--- src/rtl/reg_sequencer.sv ---
// reg_sequencer: turns 8-bit micro-instructions into single-cycle control pulses
// for the 4-bit register and drives the ALU opcode/operands with result write-back.
module reg_sequencer (
    input  logic       clk,
    input  logic       rst_n,
    input  logic       instr_valid,
    input  logic [7:0] instr,
    output logic       instr_ready,
    output logic       done,
    output logic       illegal,
    input  logic [3:0] reg_out,
    input  logic [3:0] alu_f,
    output logic [2:0] alu_oc,
    output logic [3:0] alu_a,
    output logic [3:0] alu_b,
    output logic       ld,
    output logic       inc,
    output logic       cl,
    output logic       dec,
    output logic       sr,
    output logic       ir,
    output logic       sl,
    output logic       il,
    output logic [3:0] reg_in
);
    typedef enum logic [1:0] {IDLE, EXEC, WB, FIN} state_t;

    localparam logic [3:0] OP_LDI = 4'd1;
    localparam logic [3:0] OP_CLR = 4'd2;
    localparam logic [3:0] OP_INC = 4'd3;
    localparam logic [3:0] OP_DEC = 4'd4;
    localparam logic [3:0] OP_SHR = 4'd5;
    localparam logic [3:0] OP_SHL = 4'd6;
    localparam logic [3:0] OP_ALU = 4'd7;
    localparam logic [3:0] OP_LDB = 4'd8;
    localparam logic [3:0] OP_REP = 4'd9;

    state_t     state;
    logic [3:0] op_q;
    logic [3:0] imm_q;
    logic [3:0] cnt;
    logic [3:0] b_reg;
    logic [3:0] res_q;
    logic [3:0] ldi_q;
    logic [3:0] op_in;
    logic [3:0] imm_in;

    assign op_in       = instr[7:4];
    assign imm_in      = instr[3:0];
    assign instr_ready = (state == IDLE);
    assign alu_a       = reg_out;
    assign alu_b       = b_reg;
    // Load data is the immediate for LDI and the captured ALU result in write-back.
    assign reg_in      = (state == WB) ? res_q : ldi_q;

    always_ff @(posedge clk or negedge rst_n) begin
        if (!rst_n) begin
            state   <= IDLE;
            op_q    <= '0;
            imm_q   <= '0;
            cnt     <= '0;
            b_reg   <= '0;
            res_q   <= '0;
            ldi_q   <= '0;
            alu_oc  <= '0;
            done    <= 1'b0;
            illegal <= 1'b0;
            {ld, inc, cl, dec, sr, ir, sl, il} <= '0;
        end else begin
            {ld, inc, cl, dec, sr, ir, sl, il} <= '0;
            ldi_q   <= '0;
            done    <= 1'b0;
            illegal <= 1'b0;
            case (state)
                IDLE: if (instr_valid) begin
                    state <= EXEC;
                    op_q  <= op_in;
                    imm_q <= imm_in;
                    cnt   <= imm_in;
                    if (op_in == OP_ALU) alu_oc <= imm_in[2:0];
                    // Pulses launch at acceptance so the register samples them one edge later.
                    ld    <= (op_in == OP_LDI);
                    ldi_q <= (op_in == OP_LDI) ? imm_in : 4'd0;
                    cl    <= (op_in == OP_CLR);
                    inc   <= (op_in == OP_INC) || (op_in == OP_REP && imm_in != 4'd0);
                    dec   <= (op_in == OP_DEC);
                    sr    <= (op_in == OP_SHR);
                    ir    <= (op_in == OP_SHR) && imm_in[0];
                    sl    <= (op_in == OP_SHL);
                    il    <= (op_in == OP_SHL) && imm_in[0];
                end
                EXEC: if (op_q == OP_REP && cnt > 4'd1) begin
                    cnt <= cnt - 4'd1;
                    inc <= 1'b1;
                end else if (op_q == OP_ALU) begin
                    res_q <= alu_f;
                    ld    <= 1'b1;
                    state <= WB;
                end else begin
                    if (op_q == OP_LDB) b_reg <= imm_q;
                    cnt     <= '0;
                    done    <= 1'b1;
                    illegal <= (op_q >= 4'd10);
                    state   <= FIN;
                end
                WB: begin
                    done  <= 1'b1;
                    state <= FIN;
                end
                FIN: state <= IDLE;
                default: state <= IDLE;
            endcase
        end
    end
endmodule

--- config.mk ---
export PLATFORM = sky130hd
export DESIGN_NAME = reg_sequencer
export DESIGN_NICKNAME = d
export VERILOG_FILES = /design/src/rtl/reg_sequencer.sv
export SDC_FILE = /design/constraint.sdc
export NUM_CORES = 1
export LEC_CHECK = 0
export CORE_ASPECT_RATIO = 0.5
export CORE_MARGIN = 3
export CORE_UTILIZATION = 52
export CTS_CLUSTER_DIAMETER = 40
export DETAILED_ROUTE_END_ITERATION = 10
export MAX_ROUTING_LAYER = met4
export PLACE_DENSITY_LB_ADDON = 0.2
export SYNTH_ARGS = -nofsm -noshare
export SYNTH_HDL_FRONTEND = slang
export SYNTH_SLANG_ARGS = --single-unit
--- constraint.sdc ---
create_clock -name clk -period 3.48 [get_ports clk]
set_input_delay 1.044 -clock clk [delete_from_list [all_inputs] [get_ports clk]]
set_output_delay 1.044 -clock clk [all_outputs]
set_load 0.05 [all_outputs]
### After elaboration in Yosys (flattened, before gate mapping)

Cells that the tools add are included.

| operators by class | value |
|---|---|
| equality and inequality tests | 17 |
| add/subtract/negate cells | 1 |
| reductions and logical operators | 14 |
| magnitude comparators | 2 |
| bitwise operators | 2 |
| mux-type cells | 37 |

Operators with widths:

| operator | number |
|---|---|
| 4-bit two-way mux | 7 |
| 1-bit two-way mux | 23 |
| 4-bit by 3-bit == test with 1-bit output (second input constant) | 5 |
| 4-bit == test (second input constant) | 3 |
| 3-bit AND reduction | 3 |
| 4-bit by 2-bit == test with 1-bit output (second input constant) | 2 |
| 2-bit case mux with 4 select lines | 1 |
| 4-bit case mux with 2 select lines | 1 |
| 1-bit case mux with 2 select lines | 3 |
| 2-bit == test (second input constant) | 2 |
| 4-bit by 1-bit == test with 1-bit output (second input constant) | 1 |
| 4-bit >= comparator (second input constant) | 1 |
| 4-bit by 1-bit > comparator with 1-bit output (second input constant) | 1 |
| 1-bit logical AND | 4 |
| 2-bit two-way mux | 2 |
| 2-bit inequality test (second input constant) | 2 |
| 2-bit AND reduction | 2 |
| 4-bit AND reduction | 1 |
| 4-bit nonzero test | 1 |
| 4-bit by 1-bit subtractor with 4-bit output (second input constant) | 1 |
| 3-bit inequality test (second input constant) | 1 |
| 2-bit by 1-bit == test with 1-bit output (second input constant) | 1 |
| 2-bit logical NOT | 1 |
| 1-bit NOT | 2 |
| other kinds (2) | 2 |

| word-level totals | value |
|---|---|
| input bits | 19 |
| register bits after elaboration | 39 |
| word-level logic and storage cells | 91 |
| output and inout bits | 26 |

### Depth between registers and ports, before layout

| logic depth | value |
|---|---|
| depth in word-level cells | 5 |
| mapped depth | 7 |
| mapped depth without buffers | 6 |

### Worst setup path before layout

Ideal clock, no wire load.

| timing path | value |
|---|---|
| path type | input-to-output |
| from | in reg_out[0] |
| to | out alu_a[0] |
| cell stages on the path | 1 |
| path slack | 1.222 ns |
| buffers on the path | 1 |
| arrival | 1.214 ns |
| data required time | 2.436 ns |
| cell sequence | buf_4 |

RTL lines:

| what | line | source |
|---|---|---|
| from (decl) | 11 | `input logic [3:0] reg_out,` |
| to (decl) | 14 | `output logic [3:0] alu_a,` |

No word-level cell between the ends.

### Final worst setup path

| timing path | value |
|---|---|
| from | reg state[0] |
| to | out reg_in[3] |

| on the way | value |
|---|---|
| word-level cells in the longest chain between the ends | 2 |

RTL lines:

| what | line | source |
|---|---|---|
| from (decl) | 38 | `state_t state;` |
| from (signal assigned) | 58 | `state <= IDLE;` |
| from (signal assigned) | 76 | `state <= EXEC;` |
| from (signal assigned) | 98 | `state <= WB;` |
| 2-bit == test | 54 | `assign reg_in = (state == WB) ? res_q : ldi_q;` |
| 4-bit two-way mux | 54 |  |
| to (decl) | 24 | `output logic [3:0] reg_in` |

Every way passes these cells.

==> metrics.txt <==
initial antenna violation count 0; dominant cells by area after synthesis dfrtp_1 (54%), mux2_2 (11%), ha_1 (3.5%), inv_1 (2.3%), buf_4 (2.1%); FILL cells between 200 and 250; cts-stage hold buffer count 0; startpoint types flop; starting density of the core 0.569; die width roughly 89 um; YS warnings 0; die area 4240 um^2; Core Area between 3000 and 4000 um^2; mapped cell area ~1800 um^2; Diodes inserted 0; nets@finish 204; Max Slew Vio Count 0; vias in the first global route around 1200; Area Overhead vs Synth 26.8%; Yosys top cell area share 0.544; largest area contributor in the netlist dfrtp_1; setup tns final 0 ns; most common cell after layout, fill and taps aside dfrtp_1; # port buffers 36; Setup Skew approximately 0.0025 ns; final antenna-violating net count 0; largest net degree at the start of global routing 40; Die Span Y 47.6 um; I/O pin count between 40 and 50; hpwl dp roughly 2500 um; Arr. time, crit path about 2.2 ns; worst-skew pair later-pin latency approximately 0.28 ns; Internal between 0.001 and 0.0015 W; Clock Tree Buf Depth 2; final wirelength 3510 um; gr usage total 0.187; Max Cap Violations 0; Yosys reg bits 39; Overflow after GRT 0; first drt pass iteration count 4; slew margin rel. 0.419; layout cell share with drive strength beyond 1 0.204; Final Power approximately 0.0020 W; DR vias approximately 1200; First DRT Iteration DRCs between 50 and 60; Least-Margin Pin Slew about 0.87 ns; post-cts resize count 0; Hold WS around 0.49 ns; # setup viols final 0; root buf cell clkbuf_8; gpl congestion ~0.74; switching power total 0.000813 W; reg2reg setup slack between 1 and 1.5 ns; DRC 0; Syn Nets around 170; most frequent cells in the layout dfrtp_1 (39), clkdlybuf4s50_1 (35), mux2_2 (18), inv_1 (11), nand2_1 (9); # clock sinks 39; RSZ-0062 raised after global routing false; row cnt 14; htree depth 2; WS Path Type reg2out; CP endpoint kind primary output; CTS tree yes; Crit path max-delay family buffers and inverters; largest stage delay on the critical path 0.70 ns; Clock transition at path regs 0.07 ns; Clock power frac 0.190; routed length per instance 15.9 um; Syn Inst Count 143; Hold/Removal Path Class reg2reg; Mapped Avg Cell Area ~13 um^2; Worst Path Max Fanout 5; DR vias/cell ~5.5; Setup Fix Bufs, Post-CTS 0; power density over cell area between 800 and 900 nW/um^2; final hold violations 0; Sw Ratio 0.401; Worst Path Buf+Inv 2; worst setup margin about 0.24 ns; Tmin final 3.24 ns; CTS Buf Count 5; FMAX ~310 MHz; P_leak just over 1 nW; Tcrit/Tclk final 0.931; first-pass GRT wire length between 5000 and 6000 um; pre-CTS WS around 0.56 ns; post-synthesis sequential area ratio 0.544; run status complete, no violations; slowest cell on the critical path clkdlybuf4s50_1; combinational share of power 0.454; CP Cell Sequence inv_1, ha_1, mux2_2, clkdlybuf4s50_1; Flop pwr share 0.356; Netlist cell types 36; peak supply drop a little under 0.5 mV; Worst EP required between 2 and 2.5 ns
-- stage by stage --
step	area, um^2	cells	util
finish	2280	221	0.722
global route	2280	221	0.722
detailed placement	2160	213	0.685
floorplan	1800	143	-
CTS	2280	221	0.722
global placement	2160	213	0.685
-- power groups by stage --
stage          combinational [W]  clock, W  sequential (W)
6_report                0.000920  0.000386        0.000721
5_1_grt                 0.000983  0.000410        0.000743
4_1_cts                 0.000926  0.000393        0.000721
3_5_place_dp            0.000917         0        0.000730
3_3_place_gp            0.000899         0        0.000720
2_1_floorplan           0.000527         0        0.000870
-- Yosys cell counts, drive strengths merged --
library cell / instances
o221ai: 3
nor4: 3
and4b: 1
a41oi: 1
o311ai: 1
nand2b: 5
dfrtp: 39
and3: 1
o21a: 3
a22o: 2
and2: 4
nand4: 1
a22oi: 1
nor3b: 1
clkbuf: 1
or3: 1
and4bb: 1
inv: 11
nand4b: 1
o22ai: 1
o21ai: 8
ha: 5
nor3: 2
a21oi: 1
nor2: 7
mux2: 19
o32ai: 1
buf: 5
nand2: 10
mux2i: 2
o41ai: 1
-- layout make-up --
type | count | area, um^2 | share of cell area
clock buffer | 6 | 82.6 | 0.0363
multi-input combinational | 87 | 737 | 0.324
tap | 40 | 50.0 | 0.0220
clock inverter | 2 | 35.0 | 0.0154
timing repair buffer | 36 | 355 | 0.156
inverter | 11 | 41.3 | 0.0181
sequential | 39 | 976 | 0.429
-- logic make-up (layout without fill, tap and decap cells) --
| kind of cell | Yosys count | after routing | synth area share |
|---|---|---|---|
| fa+ha+maj | 5 | 5 | 0.0348 |
| buf+inv | 17 | 55 | 0.0460 |
| mux | 21 | 21 | 0.132 |
| flops | 39 | 39 | 0.544 |
| simple gates | 38 | 38 | 0.130 |
| compound gates | 23 | 23 | 0.113 |
-- flip-flops by register name (all words and copies together) (netlist names), 2 cells and up --
name    flops
ldi_q       4
alu_b       4
op_q        4
cnt         4
res_q       4
state       2
alu_oc      3
imm_q       4
-- path summary, 6_finish.rpt --
kind | to | cells past startpoint | from
hold / removal | imm_q[0] | 2 | imm_q[0]
max in group asynchronous | state[0] | 1 | rst_n
hold reg to reg | imm_q[0] | 2 | imm_q[0]
min in group asynchronous | res_q[2] | 1 | rst_n
setup / recovery | reg_in[3] | 4 | state[0]
setup reg to reg | alu_oc[2] | 6 | state[0]
-- per-layer routing --
layer | share of wire | up-vias | GRT usage
li1 | - | 578 | -
met1 | 0.48 | 602 | 0.242
met2 | 0.46 | 27 | 0.300
met3 | 0.056 | 3 | 0.0550
met4 | 0.0040 | 0 | 0.0356
met5 | 0 | - | -
-- worst min-delay path, stage by stage, from the launching register on --
cell     delay [ns]
dfrtp_1        0.34
nand2_1        0.05
o21ai_0        0.06
Power figures use the tool's default switching activity.
